### config.mk
export PLATFORM = sky130hd
export DESIGN_NAME = posit_mult_stream
export DESIGN_NICKNAME = d
export VERILOG_FILES = /design/src/rtl/posit_mult_stream.sv
export SDC_FILE = /design/constraint.sdc
export NUM_CORES = 1
export LEC_CHECK = 0
export BUFFER_PORTS_ARGS = -buffer_cell sky130_fd_sc_hd__buf_4
export CAP_MARGIN = 30
export CORE_MARGIN = 4
export CORE_UTILIZATION = 55
export CTS_CLUSTER_SIZE = 25
export DETAILED_ROUTE_END_ITERATION = 8
export PLACE_DENSITY = 0.88
export RECOVER_POWER = 100
export SKIP_CTS_REPAIR_TIMING = 1
export SYNTH_ARGS = -nofsm -noshare
export SYNTH_HDL_FRONTEND = slang
export SYNTH_SLANG_ARGS = --single-unit
export TNS_END_PERCENT = 20
### constraint.sdc
create_clock -name clk -period 8.05 [get_ports clk]
set_input_delay 2.415 -clock clk [delete_from_list [all_inputs] [get_ports clk]]
set_output_delay 2.415 -clock clk [all_outputs]
set_load 0.02 [all_outputs]
### src/rtl/posit_mult_stream.sv
// posit_mult_stream
//   Valid/ready streaming shell around the free-running 4-stage es=2 posit
//   multiplier. Operand pairs accepted on the input handshake are issued to the
//   multiplier as single-cycle start pulses; every completion pulse is captured
//   into a first-word-fall-through output FIFO. Issue is credit-limited so that
//   results already in the multiplier always have a FIFO slot waiting for them.
//
//   Ports
//     clk, reset              clock; synchronous active-high reset
//     in_valid/in_ready       operand handshake, in_a/in_b operands
//     mul_in1/mul_in2         operands to the multiplier (zero when not issuing)
//     mul_start               single-cycle issue pulse to the multiplier
//     mul_result/inf/zero     multiplier result and flags
//     mul_done                multiplier completion pulse
//     out_valid/out_ready     result handshake, out_result/out_inf/out_zero payload
//     proto_err               sticky: completion seen with no outstanding op or no room
module posit_mult_stream #(
   parameter int NBITS   = 32,
   parameter int LATENCY = 4,
   parameter int DEPTH   = 8
) (
   input  logic             clk,
   input  logic             reset,
   input  logic             in_valid,
   output logic             in_ready,
   input  logic [NBITS-1:0] in_a,
   input  logic [NBITS-1:0] in_b,
   output logic [NBITS-1:0] mul_in1,
   output logic [NBITS-1:0] mul_in2,
   output logic             mul_start,
   input  logic [NBITS-1:0] mul_result,
   input  logic             mul_inf,
   input  logic             mul_zero,
   input  logic             mul_done,
   output logic             out_valid,
   input  logic             out_ready,
   output logic [NBITS-1:0] out_result,
   output logic             out_inf,
   output logic             out_zero,
   output logic             proto_err
);

   localparam int CW = $clog2(DEPTH + 1);
   localparam int PW = $clog2(DEPTH);
   localparam int FW = $clog2(LATENCY + 1);
   localparam int EW = NBITS + 2;

   typedef enum logic {ST_FLUSH, ST_RUN} state_t;

   state_t          state_q, state_d;
   logic [FW-1:0]   flush_cnt_q;
   logic [CW-1:0]   inflight_q;
   logic [CW-1:0]   fifo_count_q;
   logic [PW-1:0]   rd_ptr_q, wr_ptr_q;
   logic            proto_err_q;
   logic [EW-1:0]   mem [DEPTH];

   logic [CW:0]     occupancy;
   logic            fire, pop, push, room, done_run, done_take, err;
   logic [EW-1:0]   head;

   // Next state: FLUSH lasts exactly LATENCY cycles so that any starts issued
   // before reset have drained out of the multiplier before issuing resumes.
   always_comb begin
      state_d = state_q;
      if (state_q == ST_FLUSH && flush_cnt_q == FW'(1))
         state_d = ST_RUN;
   end

   // Issue and FIFO control. in_ready uses registered counters only, so it
   // never depends on in_valid or out_ready in the same cycle.
   always_comb begin
      occupancy = {1'b0, fifo_count_q} + {1'b0, inflight_q};
      in_ready  = (state_q == ST_RUN) && (occupancy < (CW+1)'(DEPTH));
      fire      = in_valid & in_ready;
      mul_start = fire;
      mul_in1   = fire ? in_a : '0;
      mul_in2   = fire ? in_b : '0;

      out_valid = (fifo_count_q != '0);
      pop       = out_valid & out_ready;
      // A pop in the same cycle frees the slot even when full.
      room      = (fifo_count_q != CW'(DEPTH)) | pop;
      done_run  = (state_q == ST_RUN) & mul_done;
      done_take = done_run & (inflight_q != '0);
      push      = done_take & room;
      err       = done_run & ~push;

      head       = mem[rd_ptr_q];
      out_result = out_valid ? head[EW-1:2] : '0;
      out_inf    = out_valid & head[1];
      out_zero   = out_valid & head[0];
      proto_err  = proto_err_q;
   end

   always_ff @(posedge clk) begin
      if (reset) begin
         state_q      <= ST_FLUSH;
         flush_cnt_q  <= FW'(LATENCY);
         inflight_q   <= '0;
         fifo_count_q <= '0;
         rd_ptr_q     <= '0;
         wr_ptr_q     <= '0;
         proto_err_q  <= 1'b0;
      end else begin
         state_q <= state_d;
         if (state_q == ST_FLUSH)
            flush_cnt_q <= flush_cnt_q - FW'(1);

         case ({fire, done_take})
            2'b10:   inflight_q <= inflight_q + CW'(1);
            2'b01:   inflight_q <= inflight_q - CW'(1);
            default: inflight_q <= inflight_q;
         endcase

         case ({push, pop})
            2'b10:   fifo_count_q <= fifo_count_q + CW'(1);
            2'b01:   fifo_count_q <= fifo_count_q - CW'(1);
            default: fifo_count_q <= fifo_count_q;
         endcase

         if (push)
            wr_ptr_q <= (wr_ptr_q == PW'(DEPTH - 1)) ? '0 : wr_ptr_q + PW'(1);
         if (pop)
            rd_ptr_q <= (rd_ptr_q == PW'(DEPTH - 1)) ? '0 : rd_ptr_q + PW'(1);

         if (err)
            proto_err_q <= 1'b1;
      end
   end

   // Storage needs no reset: pointers and count define which entries are live.
   always_ff @(posedge clk) begin
      if (push)
         mem[wr_ptr_q] <= {mul_result, mul_inf, mul_zero};
   end

endmodule

==> flow_metrics.py <==
metrics = {
    "final_layout": {
        "nets": 975,
        "fin_area_sq_um": 14500,
        "final_common_cell": "edfxtp_1",
        "layout-drive-gt1-share": 0.290,
        "final_cell_mix": "edfxtp_1 (272), buf_4 (136), clkbuf_1 (85)",
        "syn_to_final_growth_pct": 20.6,
        "layoutNonFillerInstCount": 1154,
    },
    "die": {
        "num_rows": 53,
        "die_h_microns": 156,
        "io_pins": 205,
        "fp.coreArea_sq_um": 21200,
        "die_w_microns": 156,
        "die_area_sq_um": 24200,
        "start_util": 0.566,
    },
    "logic_synthesis": {
        "yosysTopAreaCellShare": 0.681,
        "ys_top_cells_by_area": "edfxtp_1 (68%), mux4_2 (13%), dfxtp_1 (3.7%)",
        "synth-xor-area-share": 0.00584,
        "yosysSeqAreaShare": 0.717,
        "synth_seq_cells": 294,
        "yosys.area.top_type": "edfxtp_1",
        "muxShareOfSynthArea": 0.159,
        "syn_nets": 767,
        "synthDistinctLibCells": 45,
        "synth-simple-area-share": 0.0704,
        "syn_inst": 649,
        "synth_edf_count": 272,
        "synth_top_family_by_area": "multiplexers",
        "ys.flop_type": "edfxtp_1",
        "synthArstFlopShare": 0,
        "synthesis.area_sq_um": 12000,
        "synthAdderAreaFrac": 0.0163,
        "yosys_warnings": 0,
        "syn_avg_cell_area_sq_um": 18.5,
        "synth_compound_area_frac": 0.0142,
    },
    "drt": {
        "via_count": 6787,
        "firstDrtPassIters": 5,
        "drt-initial-drc-count": 567,
        "drt-total-wl_microns": 27800,
        "drc": 0,
        "avgViaCountPerCell": 5.88,
        "ant_nets": 0,
        "wl_per_cell_microns": 24.1,
    },
    "grt": {
        "grt_overflow_total": 0,
        "antenna_found_initial": 1,
        "grt_pass1_wl_microns": 42600,
        "grtUsageTotal": 0.231,
        "grt_pass1_vias": 7178,
        "grt_max_degree": 69,
    },
    "setup_path": {
        "cp.arrival_ps": 4190,
        "worst_setup_path_end_kind": "output port",
        "path_max_fanout": 65,
        "crit_path_start_kind": "primary input",
        "critPathKind": "in -> out",
        "worstPathRequired_ps": 5640,
    },
    "power": {
        "powerDensity_nw_per_um2": 279,
        "leakagePower_nw": 5.07,
        "peakVddDrop_mv": 0.162,
    },
    "timing": {
        "fmax_mhz": 151,
        "period_needed_ps": 6600,
        "rsz0062_at_grt": "false",
        "finalSetupTns_ps": 0,
        "fin_skew_ps": 18.0,
        "tightest_slew_ps": 2490,
        "slew_violations": 254,
        "fin_crit_sh": 0.820,
        "slew_headroom": -0.660,
        "hold_viol": 0,
        "setup_viol": 0,
    },
    "clock_network": {
        "cts-root-buf": "clkbuf_16",
        "cts_htree_levels": 1,
        "numClockSinks": 294,
        "clock_latency_ps": 540,
        "cts_buffer_depth": 3,
        "tritoncts": "yes",
        "cts.clk_slew.worst_paths_ps": 60,
        "cts_buffers": 28,
    },
    "placement": {
        "place_congestion": 0.763,
        "dpl_cell_area_sq_um": 13900,
        "portBuffers": 204,
        "hpwl_microns": 16200,
        "place_inst": 1102,
    },
    "flow_run": {
        "drv_cap": 7,
    },
    "run_status": {
        "status": "finished with violations",
        "violations": "capacitance limit, slew limit",
    },
    "worst_hold_path": {
        "min_path_type": "reg -> reg",
    },
}
==> worst max-delay path, cell delays in order <==
cell and delay [ps]:
clkbuf_1 1260, and3_1 350, buf_4 150
==> kinds of logic after synthesis <==
| group | count (synthesis) |
|---|---|
| compound gates | 24 |
| xor+xnor | 8 |
| fa+ha+maj | 15 |
| buf+inv | 50 |
| flops | 294 |
| mux | 105 |
| simple gates | 153 |
==> flip-flops by register name, summed over array words and instances, names as in the netlist, named ones only <==
name and count:
mem 272, fifo_count_q 4, inflight_q 4, flush_cnt_q 3
rd_ptr_q 3, wr_ptr_q 3, proto_err 1, state_q 1
==> report_power, final <==
part	internal, mW	switching (mW)
Combinational	0.389	0.519
Sequential	1.69	0.0780
Clock	0.816	0.549
==> cell usage after synthesis, drive strengths merged (8+ instances only) <==
cell type,count
inv,8
nor2,49
nand2,12
a21oi,12
buf,18
mux4,68
edfxtp,272
dfxtp,22
and3,64
mux2i,36
clkbuf,24
ha,14
==> metal layers <==
layer | up-vias | GRT usage | part of all wire
met1 | 3415 | 0.290 | 0.37
met5 | - | 0 | 0
li1 | 3005 | - | -
met2 | 305 | 0.405 | 0.53
met4 | 0 | 0.0784 | 0.030
met3 | 62 | 0.0458 | 0.075
==> area by class of cell <==
| class | instances | area, sq um |
|---|---|---|
| antenna | 1 | 2.50 |
| clock buffer | 32 | 737 |
| clock inverter | 19 | 223 |
| fill | 1382 | 6750 |
| inverter | 8 | 30.0 |
| multi-input combinational | 305 | 3160 |
| sequential | 294 | 8620 |
| tap | 275 | 344 |
| timing repair buffer | 220 | 1350 |
==> stage by stage <==
stage / hold slack, ps / worst slack [ps] / power [mW] / utilization
after global routing: 525 / 1140 / 4.20 / 0.682
after global placement: 461 / 2500 / 2.77 / 0.654
after CTS: 488 / 2410 / 4.16 / 0.700
after floorplan: 454 / 871 / 2.43 / -
final: 486 / 1450 / 4.04 / 0.682
after detailed placement: 474 / 2480 / 2.80 / 0.655
==> worst paths after layout <==
check | end | start | depth (start not counted) | slack, ps
worst min-delay path | flip-flop | rd_ptr_q[1] | 2 | 490
worst max register to register | mem[4][3] | state_q | 5 | 3930
worst max-delay path | mul_in1[10] | in_valid | 3 | 1450
worst min register to register | flip-flop | rd_ptr_q[1] | 2 | 490
Power figures use the tool's default switching activity.
